[src/rtl/long_div_pkg.sv]
// Shared definitions for the shift-add multiplier that rebuilds a dividend
// from divisor, quotient and remainder.
package long_div_pkg;

  localparam int W_DEFAULT = 4;

  typedef enum logic [1:0] {
    IDLE = 2'd0,
    RUN  = 2'd1,
    DONE = 2'd2
  } state_t;

endpackage

[src/rtl/long_multiplier_if.sv]
// Operand/result handshake bundle for long_multiplier; the D/mismatch check
// pair exists only when LONG_MULTIPLIER_CHECK_EN is defined.
interface long_multiplier_if import long_div_pkg::*; #(
  parameter int W = W_DEFAULT
);

  logic           in_valid;
  logic           in_ready;
  logic [W-1:0]   M;
  logic [W-1:0]   Q;
  logic [W-1:0]   R;
  logic           out_valid;
  logic           out_ready;
  logic [2*W-1:0] P;
`ifdef LONG_MULTIPLIER_CHECK_EN
  logic [2*W-2:0] D;
  logic           mismatch;

  modport master (
    output in_valid, M, Q, R, D, out_ready,
    input  in_ready, out_valid, P, mismatch
  );

  modport slave (
    input  in_valid, M, Q, R, D, out_ready,
    output in_ready, out_valid, P, mismatch
  );
`else
  modport master (
    output in_valid, M, Q, R, out_ready,
    input  in_ready, out_valid, P
  );

  modport slave (
    input  in_valid, M, Q, R, out_ready,
    output in_ready, out_valid, P
  );
`endif

endinterface

[src/rtl/long_multiplier_dp.sv]
// Shift-add datapath: accumulator, multiplier shift register, bit counter
// and the adder that folds one partial product in per step.
module long_multiplier_dp import long_div_pkg::*; #(
  parameter int W = W_DEFAULT
) (
  input  logic           clk,
  input  logic           rst_n,
  input  logic           load,
  input  logic           step,
  input  logic [W-1:0]   m_in,
  input  logic [W-1:0]   q_in,
  input  logic [W-1:0]   r_in,
  output logic           last,
  output logic [2*W-1:0] sum
);

  localparam int CW = $clog2(W + 1);

  logic [W-1:0]   m_r;
  logic [W-1:0]   q_r;
  logic [2*W-1:0] acc_r;
  logic [CW-1:0]  count_r;
  logic [2*W-1:0] addend_s;

  // Partial product for the current multiplier bit, aligned by the count.
  always_comb begin
    addend_s = {(2*W){1'b0}};
    if (q_r[0]) begin
      addend_s = {{W{1'b0}}, m_r} << count_r;
    end else begin
      addend_s = {(2*W){1'b0}};
    end
  end

  assign sum  = acc_r + addend_s;
  assign last = (count_r == CW'(W - 1));

  // Operand capture on load, one multiplier bit consumed per step.
  always_ff @(posedge clk) begin
    if (!rst_n) begin
      m_r     <= {W{1'b0}};
      q_r     <= {W{1'b0}};
      acc_r   <= {(2*W){1'b0}};
      count_r <= {CW{1'b0}};
    end else if (load) begin
      m_r     <= m_in;
      q_r     <= q_in;
      acc_r   <= {{W{1'b0}}, r_in};
      count_r <= {CW{1'b0}};
    end else if (step) begin
      acc_r   <= sum;
      q_r     <= q_r >> 1;
      count_r <= count_r + CW'(1);
    end else begin
      acc_r   <= acc_r;
      q_r     <= q_r;
      count_r <= count_r;
    end
  end

endmodule

[src/rtl/long_multiplier.sv]
// Sequential P = Q*M + R with valid/ready on both sides, fixed W-cycle latency.
// Optional self-check against an expected dividend: LONG_MULTIPLIER_CHECK_EN.
module long_multiplier import long_div_pkg::*; #(
  parameter int W = W_DEFAULT
) (
  input  logic              clk,
  input  logic              rst_n,
  long_multiplier_if.slave  bus
);

  state_t         state_r;
  state_t         state_s;
  logic           in_ready_r;
  logic           out_valid_r;
  logic [2*W-1:0] p_r;
  logic           accept_s;
  logic           release_s;
  logic           finish_s;
  logic           last_s;
  logic [2*W-1:0] sum_s;

  assign accept_s  = (state_r == IDLE) && bus.in_valid;
  assign release_s = out_valid_r && bus.out_ready;
  assign finish_s  = (state_r == RUN) && last_s;

  long_multiplier_dp #(.W(W)) u_dp (
    .clk   (clk),
    .rst_n (rst_n),
    .load  (accept_s),
    .step  (state_r == RUN),
    .m_in  (bus.M),
    .q_in  (bus.Q),
    .r_in  (bus.R),
    .last  (last_s),
    .sum   (sum_s)
  );

  // Next-state decode.
  always_comb begin
    state_s = state_r;
    case (state_r)
      IDLE:    if (accept_s)  state_s = RUN;  else state_s = IDLE;
      RUN:     if (last_s)    state_s = DONE; else state_s = RUN;
      DONE:    if (release_s) state_s = IDLE; else state_s = DONE;
      default: state_s = IDLE;
    endcase
  end

  // State plus handshake flags registered from the next state; P latched on completion.
  always_ff @(posedge clk) begin
    if (!rst_n) begin
      state_r     <= IDLE;
      in_ready_r  <= 1'b1;
      out_valid_r <= 1'b0;
      p_r         <= {(2*W){1'b0}};
    end else begin
      state_r     <= state_s;
      in_ready_r  <= (state_s == IDLE);
      out_valid_r <= (state_s == DONE);
      if (finish_s) begin
        p_r <= sum_s;
      end else begin
        p_r <= p_r;
      end
    end
  end

  assign bus.in_ready  = in_ready_r;
  assign bus.out_valid = out_valid_r;
  assign bus.P         = p_r;

`ifdef LONG_MULTIPLIER_CHECK_EN
  logic [2*W-2:0] d_r;
  logic [W-1:0]   m_chk_r;
  logic [W-1:0]   r_chk_r;
  logic           mismatch_r;

  // Flag a wrong dividend or an out-of-range remainder for the whole DONE phase.
  always_ff @(posedge clk) begin
    if (!rst_n) begin
      d_r        <= {(2*W-1){1'b0}};
      m_chk_r    <= {W{1'b0}};
      r_chk_r    <= {W{1'b0}};
      mismatch_r <= 1'b0;
    end else begin
      if (accept_s) begin
        d_r     <= bus.D;
        m_chk_r <= bus.M;
        r_chk_r <= bus.R;
      end else begin
        d_r     <= d_r;
        m_chk_r <= m_chk_r;
        r_chk_r <= r_chk_r;
      end
      if (state_s != DONE) begin
        mismatch_r <= 1'b0;
      end else if (finish_s) begin
        mismatch_r <= (sum_s != {1'b0, d_r}) || (r_chk_r >= m_chk_r);
      end else begin
        mismatch_r <= mismatch_r;
      end
    end
  end

  assign bus.mismatch = mismatch_r;
`endif

endmodule
[src/flat_wrapper.sv]
// flat-port wrapper written by rule: the top's interface ports become plain ports
module long_multiplier_flat import long_div_pkg::*;
#(
  parameter int W = W_DEFAULT
)
  (clk, rst_n, bus_in_valid, bus_M, bus_Q, bus_R, bus_out_ready, bus_in_ready, bus_out_valid, bus_P);
  long_multiplier_if #(.W(W)) bus_i ();
  input  logic clk;
  input  logic rst_n;
  input wire logic [$bits(bus_i.in_valid)-1:0] bus_in_valid;
  input wire logic [$bits(bus_i.M)-1:0] bus_M;
  input wire logic [$bits(bus_i.Q)-1:0] bus_Q;
  input wire logic [$bits(bus_i.R)-1:0] bus_R;
  input wire logic [$bits(bus_i.out_ready)-1:0] bus_out_ready;
  output wire logic [$bits(bus_i.in_ready)-1:0] bus_in_ready;
  output wire logic [$bits(bus_i.out_valid)-1:0] bus_out_valid;
  output wire logic [$bits(bus_i.P)-1:0] bus_P;
  assign bus_i.in_valid = bus_in_valid;
  assign bus_i.M = bus_M;
  assign bus_i.Q = bus_Q;
  assign bus_i.R = bus_R;
  assign bus_i.out_ready = bus_out_ready;
  assign bus_in_ready = bus_i.in_ready;
  assign bus_out_valid = bus_i.out_valid;
  assign bus_P = bus_i.P;
  long_multiplier #(.W(W)) u_core (.clk(clk), .rst_n(rst_n), .bus(bus_i));
endmodule
[config.mk]
export PLATFORM = sky130hd
export DESIGN_NAME = long_multiplier_flat
export DESIGN_NICKNAME = d
export VERILOG_FILES = /design/src/rtl/long_div_pkg.sv /design/src/rtl/long_multiplier_if.sv /design/src/rtl/long_multiplier_dp.sv /design/src/rtl/long_multiplier.sv /design/src/flat_wrapper.sv
export SDC_FILE = /design/constraint.sdc
export NUM_CORES = 1
export LEC_CHECK = 0
export BUFFER_PORTS_ARGS = -buffer_cell sky130_fd_sc_hd__buf_2
export CORE_MARGIN = 1.5
export CORE_UTILIZATION = 45
export CTS_BUF_LIST = sky130_fd_sc_hd__clkbuf_8
export CTS_CLUSTER_SIZE = 10
export DETAILED_ROUTE_END_ITERATION = 6
export PLACE_DENSITY = 0.68
export REMOVE_ABC_BUFFERS = 1
export SKIP_LAST_GASP = 1
export SYNTH_ARGS = -nofsm -noshare
export SYNTH_HDL_FRONTEND = slang
export SYNTH_SLANG_ARGS = --single-unit
[constraint.sdc]
create_clock -name clk -period 2.22 [get_ports clk]
set_input_delay 0.444 -clock clk [delete_from_list [all_inputs] [get_ports clk]]
set_output_delay 0.444 -clock clk [all_outputs]
set_load 0.05 [all_outputs]
### Word-level counts from Yosys, hierarchy flattened

Index checks and enable logic that the tools add are counted.

* bits of input ports: 16
* bits in registers: 31
* output and inout port bits: 10

* shift operators: 1
* equal/unequal tests: 4
* add/sub/neg operators: 2
* reductions and logical operators: 7
* multiplexer cells: 9
* bitwise logic cells: 1

Operators with widths (count)
* 4-bit 2-to-1 mux: 4
* 8-bit adder: 1
* 8-bit 2-to-1 mux: 1
* 4-bit by 3-bit << shifter with 8-bit output: 1
* 2-bit one-hot mux with 3 select lines: 1
* 2-bit equality test, second input constant: 2
* 2-bit logical NOT: 2
* 2-bit 2-to-1 mux: 2
* 3-bit by 1-bit adder with 3-bit output, second input constant: 1
* 3-bit by 2-bit equality test with 1-bit output, second input constant: 1
* 1-bit logical AND: 3
* 2-bit by 1-bit equality test with 1-bit output, second input constant: 1
* 2-bit nonzero test: 1
* 2-bit OR reduction: 1
* 1-bit 2-to-1 mux: 1
* 1-bit inverter: 1

### Depth between registers and ports, before layout

* word-level depth: 5
* mapped depth: 12
* depth with buffers taken out: 11

### By module

A second synthesis with hierarchy kept.

* cells, all modules: 204
* area, all modules: 1845.5 um2

By module, submodules not included
* long_multiplier_dp: times used 1, seq. area each 380.4 um2, area each 1321.3 um2, cells an instance 150
* long_multiplier: times used 1, seq. area each 240.2 um2, area each 524.3 um2, cells an instance 54

### Worst setup path before layout

Ideal clock, no wire load.

* path kind: register to register
* from: register u_core.u_dp.count_r[1]
* to: register u_core.p_r[7] (netlist: u_core.bus.P[7])
* arrival time: 2.227 ns
* stages on the path, launching flop included: 12
* library setup time: 0.123 ns
* clock period less this slack: 2.350 ns
* data required time: 2.097 ns
* slack: -0.130 ns
* path through: dfxtp_1 buf_6 mux2_4 nand2_1 o21ai_1 o211a_1 ha_1 nand2_1 o311ai_2 o31ai_4 nor3_1 nor3_2

* longest elaborated chain between the ends: 3
* elaborated cells between the ends (all ways): 5
* those cells by class: add/sub (1); eq/ne (1); shift (1); mux (1); reduce/logical (1)

Ends and longest elaborated chain
* from (decl): line long_multiplier_dp.sv:22 `logic [CW-1:0] count_r;`
* from (signal assigned): line long_multiplier_dp.sv:44 `count_r <= {CW{1'b0}};`
* from (signal assigned): line long_multiplier_dp.sv:49 `count_r <= {CW{1'b0}};`
* from (signal assigned): line long_multiplier_dp.sv:53 `count_r <= count_r + CW'(1);`
* 4-bit by 3-bit << shifter with 8-bit output: line long_multiplier_dp.sv:29 `addend_s = {{W{1'b0}}, m_r} << count_r;`
* 8-bit 2-to-1 mux: line long_multiplier_dp.sv:28 `if (q_r[0]) begin`
* 8-bit adder: line long_multiplier_dp.sv:35 `assign sum = acc_r + addend_s;`
* to (signal assigned): line long_multiplier.sv:55 `p_r <= {(2*W){1'b0}};`
* to (signal assigned): line long_multiplier.sv:61 `p_r <= sum_s;`
* to (signal assigned): line long_multiplier.sv:63 `p_r <= p_r;`
* to (decl): line long_multiplier.sv:15 `logic [2*W-1:0] p_r;`

Parallel ways exist; a longest one is shown, timed or not.
A chain may end at the register's enable or synchronous reset.

### Worst setup path in the final report

Ends and elaborated chain as after synthesis.

==> implementation parameters <==
Parameter                              Value

Run status
  Run status ... complete, no violations

Route
  DRC viols ... 0
  Violation count after the first detailed-routing iteration ... 60
  Number of vias per cell after detailed routing ... 5.16
  Detailed-route wire length per cell ... 12.8 µm
  Total via count after detailed routing ... 1569
  DR pass1 iterations ... 4
  Post-detailed-route count of antenna-violating nets ... 0
  Routed Wire Length ... 3.90 mm

CTS
  Skew-Pair Late Insertion Delay ... 280 ps
  Maximum clock insertion buffer count ... 2
  CTS Sinks ... 31
  CTS HTree Levels ... 2
  Post-cts hold buffer count ... 0
  CTS Buf Count ... 5
  Post-CTS Setup Repair Bufs ... 0
  Clock tree from TritonCTS ... done
  Clock input transition at the sequential cells of the worst setup and hold paths ... 70 ps
  Clock root buffer ... clkbuf_8

Setup path
  Start point of the critical path ... u_core.u_dp.count_r[1]
  R2r startpoint ... u_core.u_dp.count_r[1]
  Arrival @ worst endpoint ... 2390 ps
  Sort of element at the end of the critical path ... flop
  Worst Setup Start Kind ... flop
  Largest driver fanout on the critical path ... 4
  Required time of the critical path ... 2390 ps
  Worst Setup Path Type ... reg -> reg

Placement
  IO buf count ... 25
  Count of placed standard cells including taps ... 296
  DP HPWL ... 2.88 mm
  Post-placement worst setup slack ... -169 ps
  Gp weighted congestion ... 0.813
  Placed cell areas ... 0.00204 mm²

Floorplanning
  Cell Rows ... 22
  Std-Cell Core Area ... 0.00366 mm²
  Initial standard-cell utilization of the core ... 46.9%
  Top-Level Pins ... 26
  X dimension of the die ... 64.8 µm
  DIE AREA ... 0.00420 mm²
  Die outline height ... 64.8 µm

STA
  Post-route clock skew ... 4.62 ps
  Final critical-path share of the clock period ... 99.7%
  Setup slack after layout ... 5.71 ps
  Final hold slack ... 395 ps
  Time the final worst path needs with I/O delays and setup ... 2210 ps
  Highest achievable clock rate ... 0.452 GHz
  RSZ-0062 raised after global routing ... yes
  Final setup viols ... 0
  Final Hold Fails ... 0
  Slew margin rel. ... 56.4%
  Slew @ Worst Pin ... 653 ps
  Slew Limit Fails ... 0

Synthesis
  Fraction of the yosys area taken by sequential cells ... 36.1%
  Top-area cell type share of the netlist area ... 36.1%
  Post-synthesis cell count ... 208
  Total of flip-flops plus latches after synthesis ... 31
  Largest area contributor in the netlist ... dfxtp_1
  Syn avg cell area ... 8.26 µm²
  Top post-synthesis cells by area ... dfxtp_1 (36%), nand2_1 (11%), ha_1 (6.6%)
  Number of unique standard cell types used by synthesis ... 40
  Post-synth design cell area ... 0.00172 mm²
  Yosys synthesis warning count ... 0

Global route
  Met2 Resource Use GR ... 34.7%
  Total global routing overflow ... 0
  Global-route track usage on met3 ... 4.51%
  Pin count of the biggest net entering global routing ... 22
  Wire length of the first global-routing pass ... 6.61 mm
  Met1 usage ... 25.8%
  Grt peak-use layer ... met2
  Number of global-route vias before repair ... 1497
  Global-route total usage across every layer ... 20.7%
  Initial antenna violation count ... 0

Finish
  Layout overhead on the synthesized area ... 30.5%
  Share of post-route cells with drive strength above 1 ... 34.4%
  Post-route insts no fill ... 304
  Finished Cell Area ... 0.00224 mm²
  Number of diodes ... 0
  Final Util ... 61.2%
  Final Net Count ... 281

Power
  Clock power share ... 33.3%
  Pwr Density ... 554 mW/mm²
  Cell internal power dissipation ... 896 µW
  Sw Share ... 27.8%
  Worst VDD drop ... 0.400 mV
  Fraction of power consumed by sequential logic ... 48.7%
  Share of power burned in combinational logic ... 18.1%
  Leak Pwr ... 0.00103 µW
  Net switching component of the power ... 345 µW

Worst hold path
  Worst hold path startpoint ... bus_Q[3]
  Hold WC Path Type ... in -> reg

Job
  Max-capacitance violation count ... 0
[Yosys cell counts, drive strengths merged]
| cell | n |
|---|---|
| a211oi | 4 |
| nand3b | 2 |
| and3b | 1 |
| a22oi | 1 |
| nand2b | 5 |
| xnor2 | 4 |
| o21ai | 9 |
| o31ai | 1 |
| o211a | 1 |
| buf | 5 |
| dfxtp | 31 |
| o311ai | 1 |
| clkbuf | 4 |
| mux2 | 3 |
| a21o | 1 |
| o211ai | 2 |
| a31o | 1 |
| nor3 | 6 |
| nor2 | 20 |
| and3 | 5 |
| a2bb2o | 1 |
| nor3b | 1 |
| o21a | 1 |
| o221ai | 1 |
| inv | 3 |
| ha | 9 |
| nor2b | 1 |
| and2 | 2 |
| fa | 1 |
| xor2 | 2 |
| a311oi | 5 |
| mux2i | 3 |
| nand2 | 50 |
| a21oi | 21 |
[cells in the final DEF, fill, tap and decap left out, drive strengths merged]
cell     n
fa       1
nor3b    1
nand3b   2
mux2i    3
o31ai    1
o221ai   1
nand2b   5
nor3     6
a31o     1
a311oi   5
o21a     1
mux2     3
nor2b    1
o311ai   1
and2     2
dfxtp   31
clkbuf   5
inv      5
and3     5
o211ai   2
xnor2    4
buf     49
a22oi    1
and3b    1
nor2    20
a21o     1
a211oi   4
o21ai    9
clkinv   1
ha       9
o211a    1
a2bb2o   1
nand2   50
a21oi   21
xor2     2
[repair_timing]
action / 4_1_cts / 5_1_grt
pin swaps: 3 / 7
resized for setup: 11 / 18
setup endpoints to repair: 6 / 8
[metrics by stage]
stage / power [µW] / TNS, ps
finish: 1240 / 0
global route: 1310 / -325
CTS: 1240 / 0
detailed placement: 818 / -734
global placement: 816 / -463
floorplan: 726 / -845
[state kept, by name, summed over array words and instances (netlist names)]
register              cells
u_core.bus.out_valid      1
u_core.u_dp.acc_r         8
u_core.u_dp.q_r           4
u_core.bus.in_ready       1
u_core.u_dp.count_r       3
u_core.state_r            2
u_core.bus.P              8
u_core.u_dp.m_r           4
[area by class of cell]
cell class | count | area, µm²
clock inverters | 3 | 12.5
inverters | 3 | 11.3
flip-flops and latches | 31 | 623
clock buffers | 5 | 68.8
fillers | 328 | 1420
well taps | 48 | 60.1
multi-input cells | 165 | 1150
repair buffers | 49 | 313
[critical path, stage by stage (launching register included)]
cell      delay (ps)
dfxtp_2          350
mux2_4           320
nand2_1           60
o21ai_1           60
o211a_1          240
ha_4             280
nand2_2           80
o311ai_4         320
o31ai_4          100
nor3_1           230
nor3_2            70
[kinds of logic after synthesis]
logic type | after synthesis | share of synthesized area (%)
simple gates | 93 | 24.8
xor+xnor | 6 | 3.50
buf+inv | 12 | 3.35
fa+ha+maj | 10 | 7.72
flops | 31 | 36.1
compound gates | 50 | 20.4
mux | 6 | 4.15
[metal layers]
layer / up-vias / share of wire [%]
met3: 7 / 2.9
met5: - / 0
met1: 724 / 47
li1: 814 / -
met2: 24 / 49
met4: 0 / 1.7
[power by group through the flow]
stage	Combinational (µW)	Sequential, µW	Clock [µW]
detailed placement	205	613	0
global route	249	607	450
floorplan	106	620	0
CTS	212	602	425
global placement	204	613	0
finish	224	604	413
[worst paths after layout]
path | to | slack (ps) | depth (start not counted)
min reg2reg | u_core.bus.P[1] | 450 | 2
min | u_core.u_dp.q_r[3] | 390 | 3
max | u_core.bus.P[7] | 6 | 10
max reg2reg | u_core.bus.P[7] | 6 | 10
(Power assumes the default switching activity.)
